`config.mk`:
```
export PLATFORM = sky130hd
export DESIGN_NAME = hazard_ctrl
export DESIGN_NICKNAME = d
export VERILOG_FILES = /design/src/rtl/hazard_ctrl.sv
export SDC_FILE = /design/constraint.sdc
export NUM_CORES = 1
export LEC_CHECK = 0
export CORE_UTILIZATION = 49
export CTS_BUF_LIST = sky130_fd_sc_hd__clkbuf_4
export DETAILED_ROUTE_END_ITERATION = 12
export HOLD_SLACK_MARGIN = 0.12
export PLACE_DENSITY = 0.83
export SYNTH_ARGS = -nofsm -noshare
export SYNTH_HDL_FRONTEND = slang
export SYNTH_SLANG_ARGS = --single-unit
```
`constraint.sdc`:
```
create_clock -name clk -period 3.84 [get_ports clk]
set_clock_uncertainty 0.05 [all_clocks]
set_input_delay 0.768 -clock clk [delete_from_list [all_inputs] [get_ports clk]]
set_output_delay 0.768 -clock clk [all_outputs]
set_load 0.01 [all_outputs]
```
`src/rtl/hazard_ctrl.sv`:
```
// Hazard and pipeline-control unit for the 5-stage MIPS core: forwarding, load/branch
// interlocks, data-memory wait handshake with timeout, and stall/flush event counters.
module hazard_ctrl #(
    parameter int MEM_TIMEOUT = 16,
    parameter int CNT_W       = 16
) (
    input  logic             clk,
    input  logic             rst,
    input  logic [4:0]       Rs_D,
    input  logic [4:0]       Rt_D,
    input  logic [4:0]       Rs_E,
    input  logic [4:0]       Rt_E,
    input  logic [4:0]       WriteReg_E,
    input  logic [4:0]       WriteReg_M,
    input  logic [4:0]       WriteReg_W,
    input  logic             RegWrite_E,
    input  logic             RegWrite_M,
    input  logic             RegWrite_W,
    input  logic             MemtoReg_E,
    input  logic             MemtoReg_M,
    input  logic             Branch_D,
    input  logic             mem_req_M,
    input  logic             mem_ready,
    input  logic             cnt_clr,
    output logic             StallF,
    output logic             StallD,
    output logic             StallE,
    output logic             StallM,
    output logic             FlushE,
    output logic             FlushW,
    output logic             ForwardAD,
    output logic             ForwardBD,
    output logic [1:0]       ForwardAE,
    output logic [1:0]       ForwardBE,
    output logic             mem_timeout,
    output logic [CNT_W-1:0] stall_cnt,
    output logic [CNT_W-1:0] flush_cnt
);

    localparam int WAIT_W = $clog2(MEM_TIMEOUT + 1);
    localparam logic [WAIT_W-1:0] WAIT_LAST = WAIT_W'(MEM_TIMEOUT);

    typedef enum logic [1:0] {
        IDLE,
        MEM_WAIT,
        TIMEOUT
    } state_t;

    state_t            state;
    state_t            state_next;
    logic [WAIT_W-1:0] wait_cnt;
    logic [WAIT_W-1:0] wait_next;
    logic [WAIT_W-1:0] wait_inc;
    logic              timeout_next;
    logic              freeze;
    logic              lwstall;
    logic              brstall;

    // Register $0 is hard-wired to zero, so it never creates a dependency.
    function automatic logic reg_match(input logic [4:0] a, input logic [4:0] b);
        return (a != 5'd0) && (a == b);
    endfunction

    assign wait_inc = wait_cnt + 1'b1;

    always_comb begin
        lwstall = MemtoReg_E && (reg_match(Rt_E, Rs_D) || reg_match(Rt_E, Rt_D));
        brstall = Branch_D &&
                  ((RegWrite_E && (reg_match(WriteReg_E, Rs_D) || reg_match(WriteReg_E, Rt_D))) ||
                   (MemtoReg_M && (reg_match(WriteReg_M, Rs_D) || reg_match(WriteReg_M, Rt_D))));
    end

    always_ff @(posedge clk or posedge rst) begin
        if (rst) begin
            state       <= IDLE;
            wait_cnt    <= '0;
            mem_timeout <= 1'b0;
        end else begin
            state       <= state_next;
            wait_cnt    <= wait_next;
            mem_timeout <= timeout_next;
        end
    end

    // A completing access wins over the timeout in the same cycle; TIMEOUT only leaves on rst.
    always_comb begin
        state_next   = state;
        wait_next    = wait_cnt;
        timeout_next = mem_timeout;
        case (state)
            IDLE: begin
                if (mem_req_M && !mem_ready) begin
                    state_next = MEM_WAIT;
                    wait_next  = WAIT_W'(1);
                end
            end
            MEM_WAIT: begin
                if (mem_ready) begin
                    state_next = IDLE;
                    wait_next  = '0;
                end else begin
                    wait_next = wait_inc;
                    if (wait_inc == WAIT_LAST) begin
                        state_next   = TIMEOUT;
                        timeout_next = 1'b1;
                    end
                end
            end
            TIMEOUT: begin
                timeout_next = 1'b1;
            end
            default: begin
                state_next = IDLE;
                wait_next  = '0;
            end
        endcase
    end

    // Execute is held rather than bubbled while frozen, so FlushE yields to freeze.
    always_comb begin
        freeze    = 1'b0;
        StallF    = 1'b0;
        StallD    = 1'b0;
        StallE    = 1'b0;
        StallM    = 1'b0;
        FlushE    = 1'b0;
        FlushW    = 1'b0;
        ForwardAD = 1'b0;
        ForwardBD = 1'b0;
        ForwardAE = 2'b00;
        ForwardBE = 2'b00;
        case (state)
            IDLE:     freeze = mem_req_M && !mem_ready;
            MEM_WAIT: freeze = !mem_ready;
            TIMEOUT:  freeze = 1'b1;
            default:  freeze = 1'b0;
        endcase
        if (!rst) begin
            StallF = lwstall || brstall || freeze;
            StallD = lwstall || brstall || freeze;
            StallE = freeze;
            StallM = freeze;
            FlushW = freeze;
            FlushE = (lwstall || brstall) && !freeze;

            if (RegWrite_M && reg_match(WriteReg_M, Rs_E)) begin
                ForwardAE = 2'b10;
            end else if (RegWrite_W && reg_match(WriteReg_W, Rs_E)) begin
                ForwardAE = 2'b01;
            end

            if (RegWrite_M && reg_match(WriteReg_M, Rt_E)) begin
                ForwardBE = 2'b10;
            end else if (RegWrite_W && reg_match(WriteReg_W, Rt_E)) begin
                ForwardBE = 2'b01;
            end

            ForwardAD = RegWrite_M && reg_match(WriteReg_M, Rs_D);
            ForwardBD = RegWrite_M && reg_match(WriteReg_M, Rt_D);
        end
    end

    always_ff @(posedge clk or posedge rst) begin
        if (rst) begin
            stall_cnt <= '0;
            flush_cnt <= '0;
        end else if (cnt_clr) begin
            stall_cnt <= '0;
            flush_cnt <= '0;
        end else begin
            if (StallF && (stall_cnt != '1)) begin
                stall_cnt <= stall_cnt + 1'b1;
            end
            if (FlushE && (flush_cnt != '1)) begin
                flush_cnt <= flush_cnt + 1'b1;
            end
        end
    end

endmodule

```
; ---- Word level (Yosys, flattened, before mapping)
; Index checks and enable logic that the tools add are counted.
[word_totals]
ff_bits = 40
latchBits = 0
mem_bits_rw = 0
rom_bits = 0
inputBits = 46
out_inout_bits = 45
word_cells = 97
n_memories = 0
[classes]
n_addsub = 3
multipliers = 0
n_div = 0
n_lt_le_gt_ge = 0
eq_ne = 19
shifts = 0
mux = 26
bitwise_logic = 1
n_reduce_logical = 43
[ops]
columns = cell, count
row1 = 16-bit 2-to-1 mux, 4
row2 = 5-bit == test, 10
row3 = 16-bit by 1-bit adder with 16-bit output (second input constant), 2
row4 = 16-bit inequality test (second input constant), 2
row5 = 1-bit logical AND, 24
row6 = 5-bit nonzero test, 4
row7 = 5-bit case mux with 3 select lines, 1
row8 = 2-bit 2-to-1 mux, 7
row9 = 5-bit 2-to-1 mux, 2
row10 = 1-bit 2-to-1 mux, 9
row11 = 1-bit logical OR, 6
row12 = 2-bit inequality test (second input constant), 3
row13 = 2-bit case mux with 3 select lines, 1
row14 = 3-bit AND reduction, 2
row15 = 2-bit nonzero test, 3
row16 = 5-bit by 1-bit adder with 5-bit output (second input constant), 1
row17 = 5-bit == test (second input constant), 1
row18 = 3-bit inequality test (second input constant), 1
row19 = 1-bit case mux with 3 select lines, 1
row20 = 2-bit by 1-bit == test with 1-bit output (second input constant), 1
row21 = 2-bit == test (second input constant), 1
row22 = 1-bit zero test, 2
row23 = 2-bit zero test, 1
row24 = 1-bit case mux with 2 select lines, 1
row25 = 2 further kinds, 2

; ---- Longest topological paths before layout
; Gate-level depths: netlist of the first run.
[depth]
word_depth = 12
depth_mapped = 9
depth_no_buf = 7

; ---- Least setup slack after synthesis of the first run
; OpenSTA, ideal clock, no wires.
[synth_path]
path_type = input -> output
startpoint = input port rst
endpoint = output port ForwardBE[0]
arrival_ns = 2.419
required_ns = 3.022
path_slack_ns = 0.603
stages = 4
path_buffers = 0
path_cell_list = inv_1 > o211ai_1 > nor4_1 > and4_1
[synth_via]
elab_chain_cells = 1
[synth_lines]
columns = element, line
row1 = from (decl), 8  ; input logic rst,
row2 = 2-bit 2-to-1 mux, 138  ; if (!rst) begin
row3 = to (decl), 34  ; output logic [1:0] ForwardBE,
; No other way between the ends.

; ---- Worst setup path after layout of the first run
[layout_path]
startpoint = input port Rt_E[3]
endpoint = output port StallF
[layout_via]
elab_chain_cells = 7
elab_cells_between_ends = 10
cone_classes = 2 x eq/ne / 1 x mux / 7 x reduce/logical
[layout_lines]
columns = element, line
row1 = from (decl), 12  ; input logic [4:0] Rt_E,
row2 = 5-bit == test or 5-bit nonzero test (tied branches), 61  ; return (a != 5'd0) && (a == b);
row3 = 1-bit logical AND, 61
row4 = 1-bit logical OR *, 67  ; lwstall = MemtoReg_E && (reg_match(Rt_E, Rs_D) || reg_match(Rt_E, Rt_D));
row5 = 1-bit logical AND *, 67
row6 = 1-bit logical OR * (2 in series), 139  ; StallF = lwstall || brstall || freeze;
row7 = 1-bit 2-to-1 mux *, 138
row8 = to (decl), 25  ; output logic StallF,
; Every way passes the cells marked *; elsewhere a longest branch is shown, timed or not.

==> summary.txt, run 1 <==
Run status
  • Status: finished clean

Yosys
  • Largest area contributor in the netlist: dfrtp_1
  • Post-synthesis cell area: 2980 µm²
  • Area contributors post-synth: dfrtp_1, xor2_1, xnor2_1
  • Synth unique cells: 42
  • FFs w/ async S/R, synth: 1.00
  • Sequential element share of the synthesized area: 0.336
  • Post-synth EDFFs: 0
  • Top FF cell, synth: dfrtp_1
  • Syn Area/Cell: between 8 and 9 µm²
  • Cells after Synth: about 350
  • YS warnings: 0
  • Syn Nets: 402
  • Yosys top cell area share: 0.336
  • Register bit total from synthesis: 40

Critical path
  • CP Class: in2out
  • Worst Setup SP: Rt_E[3]
  • R2R cell count: 6
  • CP max FO: 5
  • R2R Path Start: stall_cnt[0]
  • Delay-heaviest family, CP: buffers and inverters
  • Crit-path cells: clkdlybuf4s50_1, xor2_1, nor3_1, a22oi_1, o21ai_1, nor3_4, nor2_1, clkdlybuf4s50_1
  • Startpoint types: primary input
  • CP bufs+invs: 2
  • Slowest cell on crit path: clkdlybuf4s50_1
  • Crit path capture type: output pin
  • CP arrival: 2920 ps
  • R2r setup slk: between 1500 and 2000 ps
  • Worst r2r dst: stall_cnt[8]
  • Critical path data required time: 3020 ps
  • CP peak stage delay: 580 ps
  • Cell repeated most along the worst path: clkdlybuf4s50_1

Pwr
  • P_sw: approximately 250 µW
  • Static Leak: around 1.5 nW
  • Tot Pwr: 912 µW
  • VDD IR max: 0.000153 V
  • Seq pwr share: 0.481
  • PwrDens: 228 nW/µm²
  • Switching portion of total power: 0.273
  • Internal power: around 660 µW
  • Logic pwr share: 0.225
  • Clock power frac: 0.293

Die
  • Die area: roughly 6400 µm²
  • Die extent in x: about 80 µm
  • Cell row count: 28
  • Core area: around 6000 µm²
  • Die H: roughly 80 µm
  • Initial Util: 0.506
  • IO Pins: just over 90

Drt
  • WL final: 7230 µm
  • DRT antenna net count: 0
  • Metal2 WL: 3630 µm
  • WL/cell: 14.2 µm
  • Highest metal used: met4
  • Wl on met1: between 3000 and 4000 µm
  • First-pass DRT Iterations: 4
  • Starting DRT DRC Count: 94
  • # DRC: 0
  • WL met3: 423 µm
  • Routed vias: 2900
  • Vias per cell: 5.69

Min path
  • HP Class: reg2reg
  • Hold path endpoint: mem_timeout
  • WHS Path Cells: 1
  • Hold Crit Start: mem_timeout

Placed design
  • HPWL after DPL: ~5600 µm
  • Placer congestion estimate: 0.868
  • Input/output buffers: 90
  • Pre-CTS setup slack: 5.02 ps

Layout
  • Final #Nets: 484
  • Most frequent cells in the layout: clkdlybuf4s50_1, dfrtp_1, xor2_1, nand2_1, a21oi_1
  • Layout area overhead: 34.5%
  • Fin util: 0.680
  • Commonest non-fill, non-tap cell in the layout: clkdlybuf4s50_1
  • Share of cells above drive strength 1: 0.0483
  • ANT cells: 0

Clocking
  • Longest Clk Path Bufs: 2
  • Clock sink total: 40
  • CTS tree: done
  • Post-CTS Setup Inserts: 0
  • Clock transition at the registers of the reported paths: 120 ps
  • Clk root buf: clkbuf_4
  • H-tree Lvls: 2
  • Worst skew pair latency: around 350 ps
  • Total CTS buffers: 5

GRT
  • Largest net degree at the start of global routing: 42
  • Vias in the first global route: 2736
  • GR Util All Layers: 0.235
  • Initial antenna violation count: 0
  • First-pass GRT wire length: 11900 µm
  • GRT overflow: 0

Timing
  • F_max: 268 MHz
  • Setup-failing EPs final: 0
  • Tmin final: 3740 ps
  • Setup_tns: 0 ps
  • Hold WS: 453 ps
  • Setup ws final: 102 ps
  • Worst Tran Pin Value: between 500 and 600 ps
  • Max transition margin: 0.618
  • Max-slew violations: 0
  • Endpoints failing hold: 0
  • Final period utilization: 0.973

Job
  • Max-cap violation count: 0
[timing repair]
item | CTS | global route
endpoints found under the setup margin | 0 | 3
hold buffers | 0 | 0
resized for setup | 0 | 4
hold endpoints to repair | 0 | 0
[logic make-up after synthesis]
logic type / synth area share
AO/OA/AOI/OAI: 0.122
XOR/XNOR: 0.156
adder cells (fa/ha/maj): 0.0168
buffers and inverters: 0.0450
flip-flops: 0.336
multiplexers: 0.0378
AND/OR/NAND/NOR: 0.286
[worst max path at each step]
stage	to	slack, ps	cells after the start
floorplan	ForwardBE[0]	600	4
global placement	StallD	130	8
detailed placement	StallF	5	8
CTS	StallF	5	8
global route	StallD	-50	8
finish	StallF	100	8
[cell usage after synthesis (2+ instances only)]
master,number
nand3_1,21
xor2_1,35
clkbuf_1,8
nor4b_1,3
nor2_1,21
nand4_1,12
xnor2_1,18
or3_1,18
nand2b_1,5
buf_2,11
o31ai_1,4
o22ai_1,3
a21oi_1,23
nor2b_1,8
nor3_1,16
and4_1,2
nand2_1,24
and3_1,9
or4_1,7
o21ai_1,5
o211ai_1,2
inv_1,4
dfrtp_1,40
a21oi_2,2
ha_1,4
buf_4,3
nor4_1,4
o21ai_0,18
mux2_1,6
mux2i_1,3
nor3b_1,2
[stage by stage]
stage	instances	cell area (µm²)
after global routing	510	4000
after CTS	510	3990
final	510	4000
after global placement	502	3910
after floorplan	352	2980
after detailed placement	502	3910
[flip-flops by register name, summed over array words and instances, names as in the netlist]
name / cells
wait_cnt: 5
state: 2
flush_cnt: 16
mem_timeout: 1
stall_cnt: 16
[area by class of cell]
type                       instances  area [µm²]
inverter                           4        15.0
timing repair buffer              98         968
fill                             488        1880
sequential                        40        1000
clock inverter                     3        37.5
tap                               75        93.8
multi-input combinational        285        1850
clock buffer                       5        37.5
[power by group through the flow]
stage / Combinational [mW] / Clock [mW] / Sequential [mW]
after floorplan: 0.116 / 0 / 0.444
after detailed placement: 0.206 / 0 / 0.447
after CTS: 0.206 / 0.277 / 0.439
after global placement: 0.199 / 0 / 0.446
after global routing: 0.224 / 0.296 / 0.441
final: 0.206 / 0.268 / 0.439
[per-layer routing]
metal,GRT usage,vias up
met3,0.0560,16
met1,0.276,1351
met2,0.413,104
li1,-,1429
met5,0,-
met4,0.0839,0
No activity file was read; power rests on OpenSTA's default activity.
==> run 2: changes to the inputs <==
Settings changed: CORE_MARGIN set to 4, CTS_CLUSTER_SIZE set to 25, GPL_TIMING_DRIVEN set to 0.
==> summary.txt, run 2 (synthesis gave the netlist of run 1 again) <==
Die
  • Die H: 85.9 µm
  • Core area: between 5000 and 6000 µm²
  • Initial Util: 0.503
  • Die area: between 7000 and 8000 µm²
  • Cell row count: 28
  • IO Pins: 91
  • Die extent in x: 85.9 µm

Drt
  • Starting DRT DRC Count: 131
  • Routed vias: 3030
  • WL final: 8110 µm
  • Highest metal used: met4
  • First-pass DRT Iterations: 4
  • Vias per cell: about 5.8
  • Wl on met1: 3460 µm
  • # DRC: 0
  • DRT antenna net count: 0
  • Metal2 WL: 4030 µm
  • WL/cell: 15.5 µm
  • WL met3: 488 µm

Job
  • Max-cap violation count: 0

Critical path
  • Startpoint types: primary input
  • Critical path data required time: 3020 ps
  • Worst r2r dst: flush_cnt[11]
  • R2R Path Start: flush_cnt[0]
  • Cell repeated most along the worst path: clkdlybuf4s50_1
  • R2R cell count: 7
  • R2r setup slk: 1580 ps
  • Delay-heaviest family, CP: buffers and inverters
  • Crit path capture type: output pin
  • Crit-path cells: clkdlybuf4s50_1, xor2_1, nor3_1, nand3_1, a21oi_4, nor3_4, buf_6, nor2_2, clkdlybuf4s50_1
  • CP bufs+invs: 3
  • CP max FO: 3
  • CP Class: in2out
  • CP peak stage delay: around 560 ps
  • Slowest cell on crit path: clkdlybuf4s50_1
  • CP arrival: 2940 ps

Clocking
  • Worst skew pair latency: 350 ps
  • Total CTS buffers: 5
  • Clock sink total: 40
  • CTS tree: done
  • Clock transition at the registers of the reported paths: between 100 and 150 ps
  • Clk root buf: clkbuf_4
  • H-tree Lvls: 2
  • CTS Hold Buffers Added: 0
  • Longest Clk Path Bufs: 2

Timing
  • Endpoints failing hold: 0
  • Max transition margin: 0.603
  • Max-slew violations: 0
  • F_max: 266 MHz
  • Worst Tran Pin Value: 590 ps
  • Setup_tns: 0 ps
  • Tmin final: 3750 ps
  • Hold WS: about 490 ps
  • Setup ws final: between 80 and 90 ps
  • Setup-failing EPs final: 0
  • Final period utilization: 0.978

Min path
  • Hold path endpoint: mem_timeout
  • HP Class: reg2reg
  • Hold Crit Start: mem_timeout
  • WHS Path Cells: 1

GRT
  • GRT overflow: 0
  • Initial antenna violation count: 0
  • First-pass GRT wire length: 13400 µm
  • Largest net degree at the start of global routing: 44
  • GR Util All Layers: 0.219
  • Vias in the first global route: 2984

Placed design
  • Placer congestion estimate: 0.887
  • Input/output buffers: 80
  • Pre-CTS setup slack: -458 ps
  • HPWL after DPL: 6140 µm

Pwr
  • Tot Pwr: ~950 µW
  • Switching portion of total power: 0.291
  • P_sw: 275 µW
  • VDD IR max: 0.000167 V
  • Internal power: 671 µW
  • Seq pwr share: 0.462
  • PwrDens: 232 nW/µm²
  • Clock power frac: 0.310
  • Static Leak: 1.63 nW
  • Logic pwr share: 0.228

Layout
  • Layout area overhead: 36.7%
  • Final #Nets: 496
  • Commonest non-fill, non-tap cell in the layout: clkdlybuf4s50_1
  • Most frequent cells in the layout: clkdlybuf4s50_1, dfrtp_1, xor2_1, nand2_1, a21oi_1
  • Share of cells above drive strength 1: 0.0917
  • ANT cells: 0
  • Registers with the most flip-flops: flush_cnt x16, stall_cnt x16, wait_cnt x5

Run status
  • Status: finished clean
## run 2: changes by cell type in the layout (fill, tap and decap cells not counted), sizes merged
cell           before  now
dlymetal6s2s        3    8
clkinv              2    1
clkinvlp            0    1
dlygate4sd2         0    1
clkbuf              5   13
buf                 8   23
clkdlybuf4s50      87   70
## run 2: how the worst max path moves through the flow
stage                        startpoint           end  slack [ps]  cells past startpoint
final                           Rs_D[3]        StallD          90                      9
after global routing      WriteReg_E[4]        StallD         -20                      8
after CTS                 WriteReg_E[1]        StallF         -80                      9
after detailed placement  WriteReg_E[1]        StallF        -460                      9
after global placement              rst  ForwardBE[0]        -870                      6
after floorplan                     rst  ForwardBE[0]         600                      4
## run 2: area by class of cell
type / count / area (µm²)
repair buffers: 87 / 870
well taps: 75 / 93.8
flip-flops and latches: 40 / 1000
fillers: 462 / 1850
clock inverters: 3 / 46.3
multi-input cells: 285 / 1860
plain buffers: 23 / 131
inverters: 4 / 27.5
clock buffers: 5 / 37.5
## run 2: worst reg2reg max path: stages, from the launching register on
cell,delay (ps)
dfrtp_1,460
ha_1,250
nand3_1,100
nor2_1,270
nand4_1,380
nand2_1,250
nor3_1,80
mux2_1,300
## run 2: what timing repair did
item / in CTS / in global routing
setup endpoints to repair: 5 / 4
setup buffers: 2 / 5
pin swaps: 3 / 9
gates cloned: 0 / 0
resized for setup: 8 / 16
## run 2: power groups by stage
stage / registers, mW / logic (mW) / clock network, mW
2_1_floorplan: 0.444 / 0.116 / 0
3_3_place_gp: 0.445 / 0.196 / 0
3_5_place_dp: 0.446 / 0.203 / 0
4_1_cts: 0.438 / 0.209 / 0.301
5_1_grt: 0.440 / 0.236 / 0.319
6_report: 0.437 / 0.215 / 0.293
## run 2: metrics by stage
stage	util	area, µm²	cells
floorplan	-	2980	352
global placement	0.654	3870	507
detailed placement	0.654	3870	507
CTS	0.675	3990	517
global route	0.687	4070	522
finish	0.687	4070	522
## run 2: routing by layer
metal | vias to the layer above | GRT usage
li1 | 1445 | -
met1 | 1456 | 0.265
met2 | 109 | 0.388
met3 | 20 | 0.0509
met4 | 0 | 0.0590
met5 | - | 0
==> run 3: changes to the inputs <==
Settings changed: CELL_PAD_IN_SITES_DETAIL_PLACEMENT set to 1, CELL_PAD_IN_SITES_GLOBAL_PLACEMENT set to 1, CORE_UTILIZATION 49 to 36, PLACE_DENSITY 0.83 to not set, PLACE_DENSITY_LB_ADDON set to 0.1, SLEW_MARGIN set to 20.
==> summary.txt, run 3 (synthesis gave the netlist of run 1 again) <==
Run status
  • Status: finished clean

Die
  • Die area: 9790 µm²
  • Die extent in x: 98.9 µm
  • Initial Util: 0.377
  • IO Pins: 91
  • Core area: 7890 µm²
  • Cell row count: 32
  • Die H: 98.9 µm

Layout
  • Register area: 1000 µm²
  • ANT cells: 0
  • Share of cells above drive strength 1: 0.0787
  • Final instance area: 4070 µm²
  • Registers with the most flip-flops: flush_cnt x16, stall_cnt x16, wait_cnt x5
  • Multi-input logic area: 1860 µm²
  • Layout fillers: 946
  • Final #Nets: 494
  • Most frequent cells in the layout: clkdlybuf4s50_1, dfrtp_1, xor2_1, nand2_1, a21oi_1
  • Layout area overhead: 36.7%
  • Commonest non-fill, non-tap cell in the layout: clkdlybuf4s50_1

Timing
  • Tmin final: 3650 ps
  • Endpoints failing hold: 0
  • Setup_tns: 0 ps
  • Max-slew violations: 0
  • Max transition margin: 0.558
  • RSZ-0062 raised after global routing: false
  • Final period utilization: 0.952
  • Setup-failing EPs final: 0
  • F_max: 274 MHz
  • Worst Tran Pin Value: approximately 660 ps

GRT
  • GRT overflow: 0
  • Largest net degree at the start of global routing: 33
  • Initial antenna violation count: 0
  • Vias in the first global route: 3184
  • First-pass GRT wire length: approximately 15000 µm
  • GR Util All Layers: 0.189

Placed design
  • Area post-placement: 3930 µm²
  • Input/output buffers: 80
  • Placer congestion estimate: 0.843
  • HPWL after DPL: a little over 7000 µm

Critical path
  • CP max FO: 3
  • CP peak stage delay: 520 ps
  • Crit-path cells: clkdlybuf4s50_1, or4_1, o211ai_1, a21oi_4, nor3_4, buf_6, nor2_1, buf_4, dlygate4sd2_1
  • Crit path capture type: output pin
  • Startpoint types: primary input
  • Slowest cell on crit path: or4_1
  • Critical path data required time: 3020 ps
  • CP arrival: 2840 ps
  • CP Class: in2out

Clocking
  • Total CTS buffers: 5
  • CTS tree: done
  • Clock transition at the registers of the reported paths: ~130 ps
  • Clock sink total: 40
  • H-tree Lvls: 2
  • Clk root buf: clkbuf_4
  • Worst skew pair latency: between 300 and 400 ps
  • Longest Clk Path Bufs: 2

Pwr
  • VDD IR max: 0.000140 V
  • PwrDens: 230 nW/µm²
  • Static Leak: 1.59 nW

Drt
  • First-pass DRT Iterations: 4
  • Starting DRT DRC Count: 51
  • Vias per cell: roughly 5.3
  • WL/cell: 16.4 µm
  • # DRC: 0
  • Routed vias: 2913
  • WL final: 8970 µm
  • DRT antenna net count: 0

Job
  • Max-cap violation count: 0

Min path
  • HP Class: reg2reg
==> run 3: cell types whose count changed in the layout (fill, tap and decap cells not counted), sizes merged <==
cell / previous run / this run
clkdlybuf4s50: 70 / 74
dlymetal6s2s: 8 / 4
buf: 23 / 20
clkinv: 1 / 2
clkinvlp: 1 / 0
dlygate4sd2: 1 / 2
==> run 3: area by class of cell <==
type / count / share of cell area
multi-input combinational: 285 / 0.456
sequential: 40 / 0.246
timing repair buffer: 85 / 0.211
buffer: 23 / 0.0323
tap: 102 / 0.0314
clock inverter: 3 / 0.0105
clock buffer: 5 / 0.00922
inverter: 4 / 0.00369
==> run 3: metrics by stage <==
stage	power [mW]	util	hold slack [ps]	std cells	worst slack [ps]
after floorplan	0.560	-	441	352	603
after global placement	0.649	0.495	439	534	-920
after detailed placement	0.657	0.498	440	535	-499
after CTS	0.955	0.515	475	547	45.0
after global routing	0.991	0.516	488	547	44.8
final	0.936	0.516	461	547	186
==> run 3: what timing repair did <==
item | 4_1_cts | 5_1_grt
setup endpoints to repair | 3 | 2
hold buffers | 0 | 0
gates resized for setup | 8 | 5
buffers inserted | 4 | 0
pin swaps | 4 | 4
==> run 3: critical path, delay by kind of cell <==
| kind | cells | cell delay (ps) |
|---|---|---|
| AO/OA/AOI/OAI | 2 | 350 |
| AND/OR/NAND/NOR | 3 | 720 |
| buffers and inverters | 4 | 1000 |
==> run 3: path summary, 6_finish.rpt <==
path,from,end,slack [ps],cells past startpoint
setup / recovery,WriteReg_E[2],StallF,190,9
hold / removal,mem_timeout,mem_timeout,460,1
setup reg to reg,stall_cnt[0],stall_cnt[8],1480,6
hold reg to reg,mem_timeout,mem_timeout,460,1
max in group asynchronous,rst,flush_cnt[7],2640,3
min in group asynchronous,rst,stall_cnt[0],640,2
==> run 3: power by group <==
group          switching (mW)  total, mW  leakage [nW]  internal (mW)
logic                   0.112      0.216         0.997          0.104
clock network           0.148      0.284        0.0428          0.136
registers             0.00906      0.437         0.549          0.428
==> run 3: layer usage <==
layer / global-route usage / vias to the layer above / part of all wire
met5: 0 / - / 0
met3: 0.0510 / 5 / 0.056
met4: 0.0189 / 0 / 0.0035
met2: 0.324 / 59 / 0.49
li1: - / 1446 / -
met1: 0.246 / 1403 / 0.45
==> edit (flow settings as in run 3) <==
Change the parameter `MEM_TIMEOUT` from 16 to 32.
--- a/src/rtl/hazard_ctrl.sv
+++ b/src/rtl/hazard_ctrl.sv
@@ -3,3 +3,3 @@
 module hazard_ctrl #(
-    parameter int MEM_TIMEOUT = 16,
+    parameter int MEM_TIMEOUT = 32,
     parameter int CNT_W       = 16
Formal check against the unedited RTL: no difference found for any inputs over 10 cycles, from zero or initial values and one cycle with rst high; that may be too few to reach the edited logic, so the function may still have changed.
==> edit against run 3 <==
- synthesized area rose by 5.1%
- first-iteration DRC count rose by 150%
- setup slack got worse by 0.10 ns
- routed wire length grew 11%
- power rose by 2.9%
- clock power rose by 5%
- sequential cell count rose by 1
- design area rose by 2.6%
- largest power group unchanged
==> edit: results (changes against run 3) <==
| Metric | Value |
|---|---|
| Gr usage total | 19.78% (+0.91 points) |
| Met1 Track Usage GR | 25.45% (+0.84 points) |
| Vias | 3075 (+5.6%) |
| Routed length per instance | 17.83 um (+8.8%) |
| CP max stage cell | clkdlybuf4s50_1 |
| Post-DP Area | 0.004070 mm^2 (+3.7%) |
| Die area | 0.01024 mm^2 (+4.7%) |
| CP max FO | 19 (+16) |
| Most frequent cells after synthesis | dfrtp_1, nand2_1, xnor2_1, nand3_1, nor2_1 |
| Rel. slew slack | 62.99% (+7.2 points) |
| # port buffers | 79 (-1.3%) |
| Post-DP HPWL | 7760 um (+8.3%) |
| Final net count | 502 (+1.6%) |
| TritonRoute pass-1 iters | 5 (+1) |
| Layout cell share with drive strength beyond 1 | 10.79% (+2.9 points) |
| #MultiIn Comb | 290 (+1.8%) |
| DRT met1 WL | 4501 um (+13%) |
| Vias in the first global route | 3196 (+0.38%) |
| First-pass GRT wire length | 16300 um (+6.0%) |
| Regs by FF count | flush_cnt x16, stall_cnt x16, wait_cnt x6 |
| R2R Setup Slk | 1.28 ns (-0.20 ns) |
| Fraction of area in multi-input gates | 46.81% (+1.2 points) |
| Crit path from | Rt_D[1] |
| Status | finished, final reports clean |
| RR Endpoint | stall_cnt[12] |
| Sequential share of the synthesized area | 32.80% (-0.83 points) |
| Clock power frac | 31.0% (+0.7 points) |
| Worst setup endpoint | FlushE |
| CP arrival | 2.94 ns (+0.10 ns) |
| Leak | 0.001558 uW (-1.9%) |
| FF-to-FF path depth | 9 (+3) |
| Register area | 0.001026 mm^2 (+2.5%) |
| Met3 routed wirelength | 418 um (-16%) |
| Met2 wire length | 4979 um (+12%) |
| Fin Hold WS | 0.4544 ns (-0.006903 ns) |
| Gpl congestion | 0.8105 (-3.9%) |
| GR Util met2 | 35.26% (+2.9 points) |
| Nets in the synthesized netlist | 415 (+3.2%) |
| Final clock-cell share | 1.947% (-0.021 points) |
| DR iter-0 viols | 126 (+150%) |
| FILL cells | 1015 (+7.3%) |
| Synth top area cells | dfrtp_1, xnor2_1, xor2_1 |
| Seq power | 449 uW (+3%) |
| Layout non-clock buf frac | 22.79% (-1.5 points) |
[edit: cells by family after synthesis]
family                   after synthesis  share of synthesized area [%]
AO/OA/AOI/OAI                         51                          10.12
XOR/XNOR                              54                          15.12
adder cells (fa/ha/maj)                3                          1.200
buffers and inverters                 35                          5.520
flip-flops                            41                          32.80
multiplexers                          15                          5.320
AND/OR/NAND/NOR                      167                          29.92
[edit: metrics by stage]
step                utilization [%]  worst slack [ns]  instances  total power (uW)
floorplan                         -            0.4041        366             575.0
global placement              48.56            -1.473        550             664.5
detailed placement            48.80           -0.4311        551             674.3
CTS                           49.91           0.01438        559             977.2
global route                  50.09          0.008003        559              1020
finish                        50.09           0.08130        559             963.7
[edit: timing repair]
item	4_1_cts	5_1_grt
pin swaps	4	2
resized for setup	22	5
hold buffers	0	0
setup endpoints to repair	6	5
setup buffers	2	0
